$ cat config.mk
export PLATFORM = sky130hd
export DESIGN_NAME = lvds_frame_aligner
export DESIGN_NICKNAME = d
export VERILOG_FILES = /design/src/rtl/lvds_frame_aligner.sv
export SDC_FILE = /design/constraint.sdc
export NUM_CORES = 1
export LEC_CHECK = 0
export CAP_MARGIN = 30
export CORE_ASPECT_RATIO = 0.7
export CORE_MARGIN = 8
export CORE_UTILIZATION = 41
export DETAILED_ROUTE_END_ITERATION = 8
export PLACE_DENSITY = 0.73
export SYNTH_ARGS = -nofsm -noshare
export SYNTH_HDL_FRONTEND = slang
export SYNTH_SLANG_ARGS = --single-unit
export TNS_END_PERCENT = 20
$ cat constraint.sdc
create_clock -name sample_clk -period 1.9 [get_ports sample_clk]
set_input_delay 0.38 -clock sample_clk [delete_from_list [all_inputs] [get_ports sample_clk]]
set_output_delay 0.38 -clock sample_clk [all_outputs]
set_load 0.02 [all_outputs]
$ cat src/rtl/lvds_frame_aligner.sv
// Word-alignment controller for LVDS ADC receivers. It pulses bitslip until the
// deserialised frame word matches FRAME_PATTERN, then holds lock and watches for loss of lock.
module lvds_frame_aligner #(
    parameter int                N_CH          = 4,
    parameter int                WORD_W        = 8,
    parameter logic [WORD_W-1:0] FRAME_PATTERN = 8'hF0,
    parameter int                HOLDOFF       = 16,
    parameter int                LOCK_CNT      = 64,
    parameter int                LOSS_CNT      = 4,
    parameter int                MAX_SLIPS     = 16
) (
    input  logic                     sample_clk,
    input  logic                     reset,
    input  logic                     enable,
    input  logic [WORD_W-1:0]        frame_word,
    input  logic [N_CH*WORD_W-1:0]   data_in,
    output logic                     bitslip,
    output logic [N_CH*WORD_W-1:0]   data_out,
    output logic                     data_valid,
    output logic                     locked,
    output logic                     align_err,
    output logic [7:0]               slip_count,
    output logic [15:0]              relock_count
);

    localparam int HOLD_W  = $clog2(HOLDOFF + 1);
    localparam int MATCH_W = $clog2(LOCK_CNT + 1);
    localparam int MISS_W  = $clog2(LOSS_CNT + 1);

    localparam logic [HOLD_W-1:0]  HOLD_LAST = HOLD_W'(HOLDOFF - 1);
    localparam logic [MATCH_W-1:0] LOCK_TGT  = MATCH_W'(LOCK_CNT);
    localparam logic [MISS_W-1:0]  LOSS_TGT  = MISS_W'(LOSS_CNT);
    localparam logic [7:0]         SLIP_MAX  = 8'(MAX_SLIPS);

    typedef enum logic [2:0] {
        S_IDLE   = 3'd0,
        S_HOLD   = 3'd1,
        S_CHECK  = 3'd2,
        S_SLIP   = 3'd3,
        S_LOCKED = 3'd4,
        S_FAIL   = 3'd5
    } state_t;

    state_t                   state_q, state_d;
    logic [HOLD_W-1:0]        hold_q, hold_d;
    logic [MATCH_W-1:0]       match_q, match_d;
    logic [MISS_W-1:0]        miss_q, miss_d;
    logic [7:0]               slip_q, slip_d;
    logic [15:0]              relock_q, relock_d;
    logic                     bitslip_q, locked_q, valid_q, align_err_q;
    logic [N_CH*WORD_W-1:0]   data_q;

    logic                     frame_match;
    logic [MATCH_W-1:0]       match_inc;
    logic [MISS_W-1:0]        miss_inc;
    logic [7:0]               slip_sat;
    logic [15:0]              relock_sat;

    assign frame_match = (frame_word == FRAME_PATTERN);
    assign match_inc   = match_q + 1'b1;
    assign miss_inc    = miss_q + 1'b1;
    assign slip_sat    = (slip_q == 8'hFF) ? slip_q : slip_q + 8'd1;
    assign relock_sat  = (relock_q == 16'hFFFF) ? relock_q : relock_q + 16'd1;

    // Next-state and counter logic; a low enable overrides every other transition.
    always_comb begin
        state_d  = state_q;
        hold_d   = {HOLD_W{1'b0}};
        match_d  = {MATCH_W{1'b0}};
        miss_d   = {MISS_W{1'b0}};
        slip_d   = slip_q;
        relock_d = relock_q;
        if (!enable) begin
            state_d = S_IDLE;
            slip_d  = 8'd0;
        end else begin
            case (state_q)
                S_IDLE: begin
                    slip_d  = 8'd0;
                    state_d = S_HOLD;
                end
                S_HOLD: begin
                    if (hold_q == HOLD_LAST) begin
                        state_d = S_CHECK;
                    end else begin
                        hold_d = hold_q + 1'b1;
                    end
                end
                S_CHECK: begin
                    if (frame_match) begin
                        if (match_inc == LOCK_TGT) begin
                            state_d = S_LOCKED;
                        end else begin
                            match_d = match_inc;
                        end
                    end else if (slip_q < SLIP_MAX) begin
                        state_d = S_SLIP;
                        slip_d  = slip_sat;
                    end else begin
                        state_d = S_FAIL;
                    end
                end
                S_SLIP: begin
                    state_d = S_HOLD;
                end
                S_LOCKED: begin
                    if (frame_match) begin
                        miss_d = {MISS_W{1'b0}};
                    end else if (miss_inc == LOSS_TGT) begin
                        state_d  = S_HOLD;
                        relock_d = relock_sat;
                        slip_d   = 8'd0;
                    end else begin
                        miss_d = miss_inc;
                    end
                end
                S_FAIL: begin
                    state_d = S_FAIL;
                end
                default: begin
                    state_d = S_IDLE;
                end
            endcase
        end
    end

    // State, counters and registered outputs; flags are decoded from the next state
    // so they are valid from the first cycle spent in that state.
    always_ff @(posedge sample_clk) begin
        if (reset) begin
            state_q     <= S_IDLE;
            hold_q      <= {HOLD_W{1'b0}};
            match_q     <= {MATCH_W{1'b0}};
            miss_q      <= {MISS_W{1'b0}};
            slip_q      <= 8'd0;
            relock_q    <= 16'd0;
            bitslip_q   <= 1'b0;
            locked_q    <= 1'b0;
            valid_q     <= 1'b0;
            align_err_q <= 1'b0;
            data_q      <= {(N_CH*WORD_W){1'b0}};
        end else begin
            state_q     <= state_d;
            hold_q      <= hold_d;
            match_q     <= match_d;
            miss_q      <= miss_d;
            slip_q      <= slip_d;
            relock_q    <= relock_d;
            bitslip_q   <= (state_d == S_SLIP);
            locked_q    <= (state_d == S_LOCKED);
            valid_q     <= (state_d == S_LOCKED);
            align_err_q <= (state_d == S_FAIL);
            data_q      <= data_in;
        end
    end

    assign bitslip      = bitslip_q;
    assign data_out     = data_q;
    assign data_valid   = valid_q;
    assign locked       = locked_q;
    assign align_err    = align_err_q;
    assign slip_count   = slip_q;
    assign relock_count = relock_q;

endmodule

* Yosys cells after proc, flatten, opt, wreduce, memory -nomap -nowiden
Cells that the tools add are included.
** Word-level totals
- Bits in registers :: 77
- Input bits :: 43
- Output and inout bits :: 60
- Word-level logic and storage cells :: 64
** Cells by class
- $add $sub $neg :: 5
- $lt $le $gt $ge :: 1
- Equal/unequal tests :: 19
- Mux-type cells :: 14
- Bitwise gates (word level) :: 6
- Reductions and logical operators :: 9
** Operators with widths (number)
- 8-bit two-way mux :: 5
- 8-bit case mux with 3 select lines :: 1
- 3-bit two-way mux :: 7
- 16-bit by 1-bit adder with 16-bit output, second input constant :: 1
- 16-bit == test, second input constant :: 1
- 8-bit == test, second input constant :: 2
- 3-bit == test, second input constant :: 5
- 3-bit case mux with 5 select lines :: 1
- 2-bit inequality test, second input constant :: 5
- 5-bit OR reduction :: 2
- 3-bit by 2-bit == test with 1-bit output, second input constant :: 3
- 8-bit by 1-bit adder with 8-bit output, second input constant :: 1
- 8-bit by 5-bit < comparator with 1-bit output, second input constant :: 1
- 7-bit by 1-bit adder with 7-bit output, second input constant :: 1
- 7-bit == test, second input constant :: 1
- 1-bit inverter :: 6
- 6-bit AND reduction :: 1
- 5-bit by 1-bit adder with 5-bit output, second input constant :: 1
- 5-bit by 4-bit == test with 1-bit output, second input constant :: 1
- 5-bit AND reduction :: 1
- 2-bit OR reduction :: 2
- 4-bit OR reduction :: 1
- 3-bit by 1-bit adder with 3-bit output, second input constant :: 1
- 3-bit by 1-bit == test with 1-bit output, second input constant :: 1
- 2 further kinds :: 2

* Depth between registers and ports, before layout
- Depth in word-level cells :: 7
- Depth in mapped cells :: 7
- Depth with buffers taken out :: 7

* Least setup slack after synthesis
No wires, ideal clock.
- Path kind :: reg-to-reg
- Start point :: register match_q[0]
- End point :: register state_q[1]
- Library setup time :: 120 ps
- Arrival :: 1920 ps
- Data required time :: 1780 ps
- Path slack :: -140 ps
- Stages on the path, launching flop included :: 7
- Clock period less this slack :: 2040 ps
- Path through :: dfxtp_1 > ha_1 > nand3_2 > or4_1 > a221o_1 > o211ai_2 > a21oi_1
** Between the ends
- Word-level cells in the longest chain between the ends :: 6
** Ends and longest elaborated chain
- start: declaration :: RTL line 46 : logic [MATCH_W-1:0] match_q, match_d;
- start signal: assignment :: RTL line 133 : match_q <= {MATCH_W{1'b0}};
- start signal: assignment :: RTL line 145 : match_q <= match_d;
- 7-bit by 1-bit adder with 7-bit output :: RTL line 60 : assign match_inc = match_q + 1'b1;
- 7-bit == test :: RTL line 91 : if (match_inc == LOCK_TGT) begin
- 3-bit two-way mux :: RTL line 91
- 3-bit two-way mux :: RTL line 90 : if (frame_match) begin
- 3-bit case mux with 5 select lines :: RTL line 77 : case (state_q)
- 3-bit two-way mux :: RTL line 73 : if (!enable) begin
- end signal: assignment :: RTL line 143 : state_q <= state_d;
- end: declaration :: RTL line 44 : state_t state_q, state_d;
Every way passes these cells.
A chain may end at the register's enable or synchronous reset.

* Worst setup path after layout
Ends and elaborated chain as after synthesis.

==> out/results.tsv <==
stage	metric	value	unit
synth	number of enable flip-flop cells after synthesis	0	
cells_and_area	Layout Nets	499	
synth	area leader, netlist	dfxtp_1	
synth	Syn Std Cell Area	0.00307	sq mm
sta	relative slew slack	66.1	%
synth	Yosys warning count	0	
pwr	P_sw	838	uW
clocking	clock sinks	77	
clocking	# hold bufs at CTS	0	
sta	setup ws final	-0.0547	ns
clocking	CTS tree	yes	
clocking	root buf cell	clkbuf_8	
sta	RSZ-0062 raised after global routing	yes	
pwr	Clk pwr share	38.9	%
pwr	PD cells	666	mW/mm^2
sta	Final Max Tran Viols	0	
pwr	Sequential Power Share	52.3	%
place	global placer's final weighted congestion	0.800	
synth	post-synth net total	368	
cells_and_area	antenna fix cells	0	
pwr	Peak supply drop	475	uV
hold_path	hold_sp	miss_q[0]	
clocking	CTS Buf Count	9	
pwr	switching share of total power	26.4	%
pwr	Static Leakage	0.00184	uW
sta	final hold viol count	0	
drt	routed vias	2726	
global_route	All-Layer GR Usage	16.1	%
cells_and_area	sequential cell area	0.00155	sq mm
sta	Final Setup Violations	2	
floorplan	core area	0.00729	sq mm
pwr	power after layout	3170	uW
clocking	Reg clk slew, reported paths	0.09	ns
drt	TritonRoute pass-1 iters	4	
floorplan	Die ar.	0.0105	sq mm
synth	synth top area cells	dfxtp_1 (50%), nor2b_1 (6.9%), nor2_1 (5.5%)	
global_route	first-pass GRT wire length	13700	um
sta	min Tclk post-route	1.95	ns
critical_path	Crit path required time	2.15	ns
hold_path	HP Class	register to register	
synth	post-synthesis sequential area ratio	50.3	%
synth	area share of the largest cell type after synthesis	50.3	%
critical_path	CP Capture Point	state_q[1]	
critical_path	Setup Crit Path Kind	register to register	
drt	WL final	8450	um
clocking	Longest Clk Path Bufs	2	
clocking	insertion delay to the later sink of the worst-skew pair	0.36	ns
sta	Fmax	512	MHz
floorplan	Starting Density	42.1	%
synth	Syn Inst Count	317	
global_route	global route overflow	0	
pwr	Gate power share	8.8	%
floorplan	DIE HEIGHT	88.4	um
cells_and_area	post-layout instance area	0.00476	sq mm
pwr	Cell Int Power	2330	uW
cells_and_area	most frequent cells in the layout	clkdlybuf4s50_1 (91), dfxtp_1 (75), nor2_1 (45), nor2b_1 (34), buf_4 (28)	
critical_path	Worst setup startpoint	match_q[0]	
place	DP Area	0.00438	sq mm
floorplan	IO Pins	103	
critical_path	Crit Path Max Fanout	5	
cells_and_area	Multi-input gate area	0.00157	sq mm
run	max_cap viols	0	
global_route	vias in the first global route	2730	
place	DP HPWL	6050	um
sta	hold_ws	0.427	ns
synth	ys flop type	dfxtp_1	
cells_and_area	Area Overhead vs Synth	55.2	%
sta	clock skew	0.0131	ns
global_route	GR peak layer	met2	
drt	Final ANT Viol Nets	0	
global_route	antenna violations before repair	0	
critical_path	Critical Path Start Type	register	
drt	DR WL/cell	15.3	um
global_route	met3 Use GR	8.67	%
outcome	status	complete, but fails checks	
floorplan	Rows	26	
outcome	violated checks	setup timing	
sta	worst slew pin tran	0.509	ns
drt	DR DRC count	0	
clocking	CTS HTree Levels	3	
synth	mean post-synth cell area	9.67	sq um
cells_and_area	fillers	598	
critical_path	reg2reg setup slack	-0.05	ns
synth	Synth cell types	52	
critical_path	Worst Setup End Kind	register	
drt	vias per cell	4.95	
global_route	largest net degree at the start of global routing	51	
place	number of buffers added on ports	102	
drt	Starting DRT DRC Count	126	
critical_path	R2R Path Start	match_q[0]	
global_route	met2 Use GR	25.5	%
critical_path	worst-case reg-to-reg path depth	7	
cells_and_area	most common cell after layout, fill and taps aside	clkdlybuf4s50_1	
critical_path	Worst EP arrival	2.20	ns
synth	Post-synth ARST share	0	%
floorplan	Die Wd	119	um
global_route	global routing usage on met1	18.6	%
cells_and_area	layout cells sized above 1	17.9	%
synth	flops & latches, synth	77	
critical_path	Crit Reg-Reg Endpoint	state_q[1]	
sta	Tcrit/Tclk final	103	%
-- cells by family after synthesis --
| logic type | Yosys count | synth area share, % |
|---|---|---|
| adders and majority gates | 8 | 3.26 |
| buffers and inverters | 23 | 3.10 |
| xor gates and xnor gates | 21 | 6.00 |
| DFF | 77 | 50.3 |
| muxes | 2 | 0.653 |
| and+or+nand+nor | 142 | 25.6 |
| AOI/OAI and AO/OA | 44 | 11.1 |
-- power by group through the flow --
stage / sequential (uW) / combinational [uW] / clock (uW)
6_report: 1660 / 279 / 1230
5_1_grt: 1660 / 298 / 1340
4_1_cts: 1660 / 284 / 1280
3_5_place_dp: 1700 / 279 / 0
3_3_place_gp: 1700 / 277 / 0
2_1_floorplan: 1740 / 54.6 / 0
-- stage by stage --
stage	setup TNS [ns]	util [%]	worst slack, ns	cells
after CTS	-0.281	64.3	-0.0729	551
final	-0.103	65.3	-0.0547	551
after global placement	-14.57	60.1	-0.526	532
after global routing	-0.644	65.3	-0.112	551
after floorplan	-0.349	-	-0.0948	317
after detailed placement	-15.20	60.1	-0.542	532
-- routing by layer --
metal  wire length (um)  part of all wire (%)
met5                  0                     0
met4                 52                  0.62
met2               3960                    47
met3                819                   9.7
met1               3620                    43
-- what timing repair did --
item                                   4_1_cts  5_1_grt
setup endpoints to repair                   31       36
gates resized for setup                     21       21
gates cloned                                 1        0
endpoints found under the hold margin        0        0
setup buffers                                2        0
pin swaps                                   12       11
-- state kept, by name, indices dropped and copies added (netlist names) --
signal,flops
data_out,32
relock_count,16
slip_count,8
match_q,7
hold_q,5
miss_q,3
state_q,3
align_err,1
bitslip,1
data_valid,1
-- worst max-delay path: stages, from the launching register on --
cell and delay [ns]:
dfxtp_4 0.40, ha_4 0.17, nand3_4 0.09, buf_6 0.14, or3_4 0.37, a221o_1 0.40, o211ai_2 0.20, a21oi_1 0.08
-- Yosys cell counts (2+ instances only) --
cell type	instances
a2111oi_2	2
a211oi_1	6
a21o_1	3
a21oi_1	10
a221o_1	3
a31o_2	2
a31oi_1	2
and2_1	5
and3_1	6
and4_1	4
buf_2	4
clkbuf_1	9
dfxtp_1	77
ha_1	8
inv_1	9
mux2i_1	2
nand2_1	7
nand2b_1	5
nand3_1	11
nand4_1	7
nor2_1	45
nor2b_1	34
nor3_1	2
nor4_1	4
o211ai_1	2
o21ai_0	2
or4_1	2
xnor2_1	16
xor2_1	5
-- area by class of cell --
class                      count  share of cell area (%)
clock buffer                   9                    2.60
inverter                       9                   0.710
timing repair buffer         134                    27.1
clock inverter                 7                    1.55
sequential                    77                    32.6
multi-input combinational    217                    32.9
tap                           98                    2.58
-- how the worst min path moves through the flow --
stage	endpoint	slack (ns)	cells after the start
6_report	miss_q[0]	0.43	1
2_1_floorplan	miss_q[0]	0.40	1
3_5_place_dp	miss_q[0]	0.42	1
4_1_cts	miss_q[0]	0.43	1
5_1_grt	miss_q[0]	0.46	1
3_3_place_gp	miss_q[0]	0.41	1
(Power assumes the default switching activity.)
==> edit: new RTL, config.mk and constraints unchanged <==
`LOCK_CNT`: 64 -> 32.
--- a/src/rtl/lvds_frame_aligner.sv
+++ b/src/rtl/lvds_frame_aligner.sv
@@ -7,3 +7,3 @@
     parameter int                HOLDOFF       = 16,
-    parameter int                LOCK_CNT      = 64,
+    parameter int                LOCK_CNT      = 32,
     parameter int                LOSS_CNT      = 4,
Function: no difference found for any inputs over 10 cycles, from zero or initial values and one cycle with reset high; that may be too few to reach the edited logic, so the function may still have changed.
==> edit against the unedited design <==
Count of clock-buffer cells in the layout is 1 higher. Area after synthesis is 3.4% higher. Sequential cell count is 1 lower. Largest cell class unchanged. Clock skew is 0.0054 ns lower. Largest power group unchanged. Routed wire length is 9.6% higher. Critical path type is now in2reg. Combinational power is 6% higher. Worst setup slack better by 0.077 ns. First-iteration DRC count is 75% higher. Hold slack better by 0.021 ns. Design area is 5.8% higher. Power is 5.9% higher.
==> edit: results (changes against the unedited design) <==
synth:
  netlist_instances: 338  # was 317
  synth_xor_area_share_pct: 2.21  # was 6.00%
  synthMuxAreaShare_pct: 3.83  # was 0.653%
  synth-seq-cells: 76  # was 77
  ys_seq_area_share_pct: 48.0  # was 50.3%
  synthAdderAreaFrac_pct: 2.76  # was 3.26%
  synth_cell_types: 53  # was 52
  ys_top_cells_by_area: "dfxtp_1, nor2b_1, nor2_1"  # unchanged
  synth_nets: 388  # was 368
  synth_compound_area_share_pct: 9.55  # was 11.1%
route:
  drtIter0Drc: 221  # was 126
  met1Wirelength_um: 4010  # was 3620 um
  routed_wl_um: 9260  # was 8450 um
  wl_met2_um: 4280  # was 3960 um
  viasPerCell: 5.23  # was 4.95
worst_setup_path:
  r2r_slack_ns: 0.06  # was -0.05 ns
  rr_worst_depth: 6  # was 7
  cp_max_fo: 6  # was 5
  path_delay_family: "simple AND/OR/NAND/NOR gates"  # was compound AO/OA/AOI/OAI gates
  crit_slowest_cell: "or4_4"  # was dfxtp_4
  rr_startpoint: "miss_q[0]"  # was match_q[0]
  worst_r2r_endpoint: "relock_count[15]"  # was state_q[1]
layout:
  multi_input_gates: 233  # was 217
  nNonClkBuffers: 144  # was 134
  syn_to_final_growth_pct: 58.7  # was 55.2%
  final_net_count: 525  # was 499
  fillCellCount: 573  # was 598
  multi_input_area_mm2: 0.00173  # was 0.00157 mm^2
  clock_area_share_pct: 4.60  # was 4.15%
  clockBufferCount: 10  # was 9
  sh_seq_area_pct: 30.4  # was 32.6%
  n_all_inverters: 11  # was 9
run_status:
  status: "finished clean"  # was complete, but fails checks
global_routing:
  grtUsageMet3_pct: 6.81  # was 8.67%
  grt_pass1_wl_um: 14200  # was 13700 um
  grt_usage_pct: 16.3  # was 16.1%
  met1_usage_pct: 19.9  # was 18.6%
  grt_pass1_vias: 2969  # was 2730
  grt_max_degree: 59  # was 51
  met2_usage_pct: 25.2  # was 25.5%
placed_design:
  dp.cells: 557  # was 532
  place.gp.congestion: 0.889  # was 0.800
  dp.final_hpwl_um: 6490  # was 6050 um
  placed_area_mm2: 0.00453  # was 0.00438 mm^2
  post-place-ws_ns: -0.519  # was -0.542 ns
pwr:
  p_seq_share_pct: 48.9  # was 52.3%
  power_switching_uw: 769  # was 838 uW
  leakage_uw: 0.00192  # was 0.00184 uW
  p_sw_share_pct: 22.9  # was 26.4%
  pwr-share-clk_pct: 42.3  # was 38.9%
  ir_drop_mv: 0.579  # was 0.475 mV
hold_path:
  min_to: "hold_q[0]"  # was miss_q[0]
  hold_start: "hold_q[0]"  # was miss_q[0]
clock_tree:
  insertion_delay_ns: 0.34  # was 0.36 ns
timing:
  max_slew_margin_pct: 60.7  # was 66.1%
  hold-worst-slack_ns: 0.449  # was 0.427 ns
  skew_ns: 0.00767  # was 0.0131 ns
die:
  dieArea_mm2: 0.0108  # was 0.0105 mm^2
-- edit: cell count changes after synthesis, moves of 6 or more --
| cell | unedited run | this run |
|---|---|---|
| nand4_1 | 7 | 13 |
| nand2_1 | 7 | 13 |
| nor2_1 | 45 | 30 |
| nor4_1 | 4 | 12 |
| nor2b_1 | 34 | 43 |
| or4_1 | 2 | 8 |
| mux2_2 | 0 | 9 |
| xnor2_1 | 16 | 4 |
-- edit: how the worst max path moves through the flow --
stage,endpoint,cells past startpoint,start,slack (ns)
after global routing,align_err,8,frame_word[7],-0.06
after detailed placement,slip_count[0],5,frame_word[1],-0.52
after floorplan,relock_count[5],6,miss_q[0],-0.04
after global placement,data_valid,5,frame_word[1],-0.46
after CTS,relock_count[11],1,relock_count[11],0.0006
final,align_err,6,frame_word[7],0.02
-- edit: what timing repair did --
item | CTS | global route
resized for setup | 6 | 49
setup endpoints to repair | 25 | 21
hold buffers | 0 | 0
cloned | 0 | 0
buffers inserted | 1 | 4
pin swaps | 5 | 9
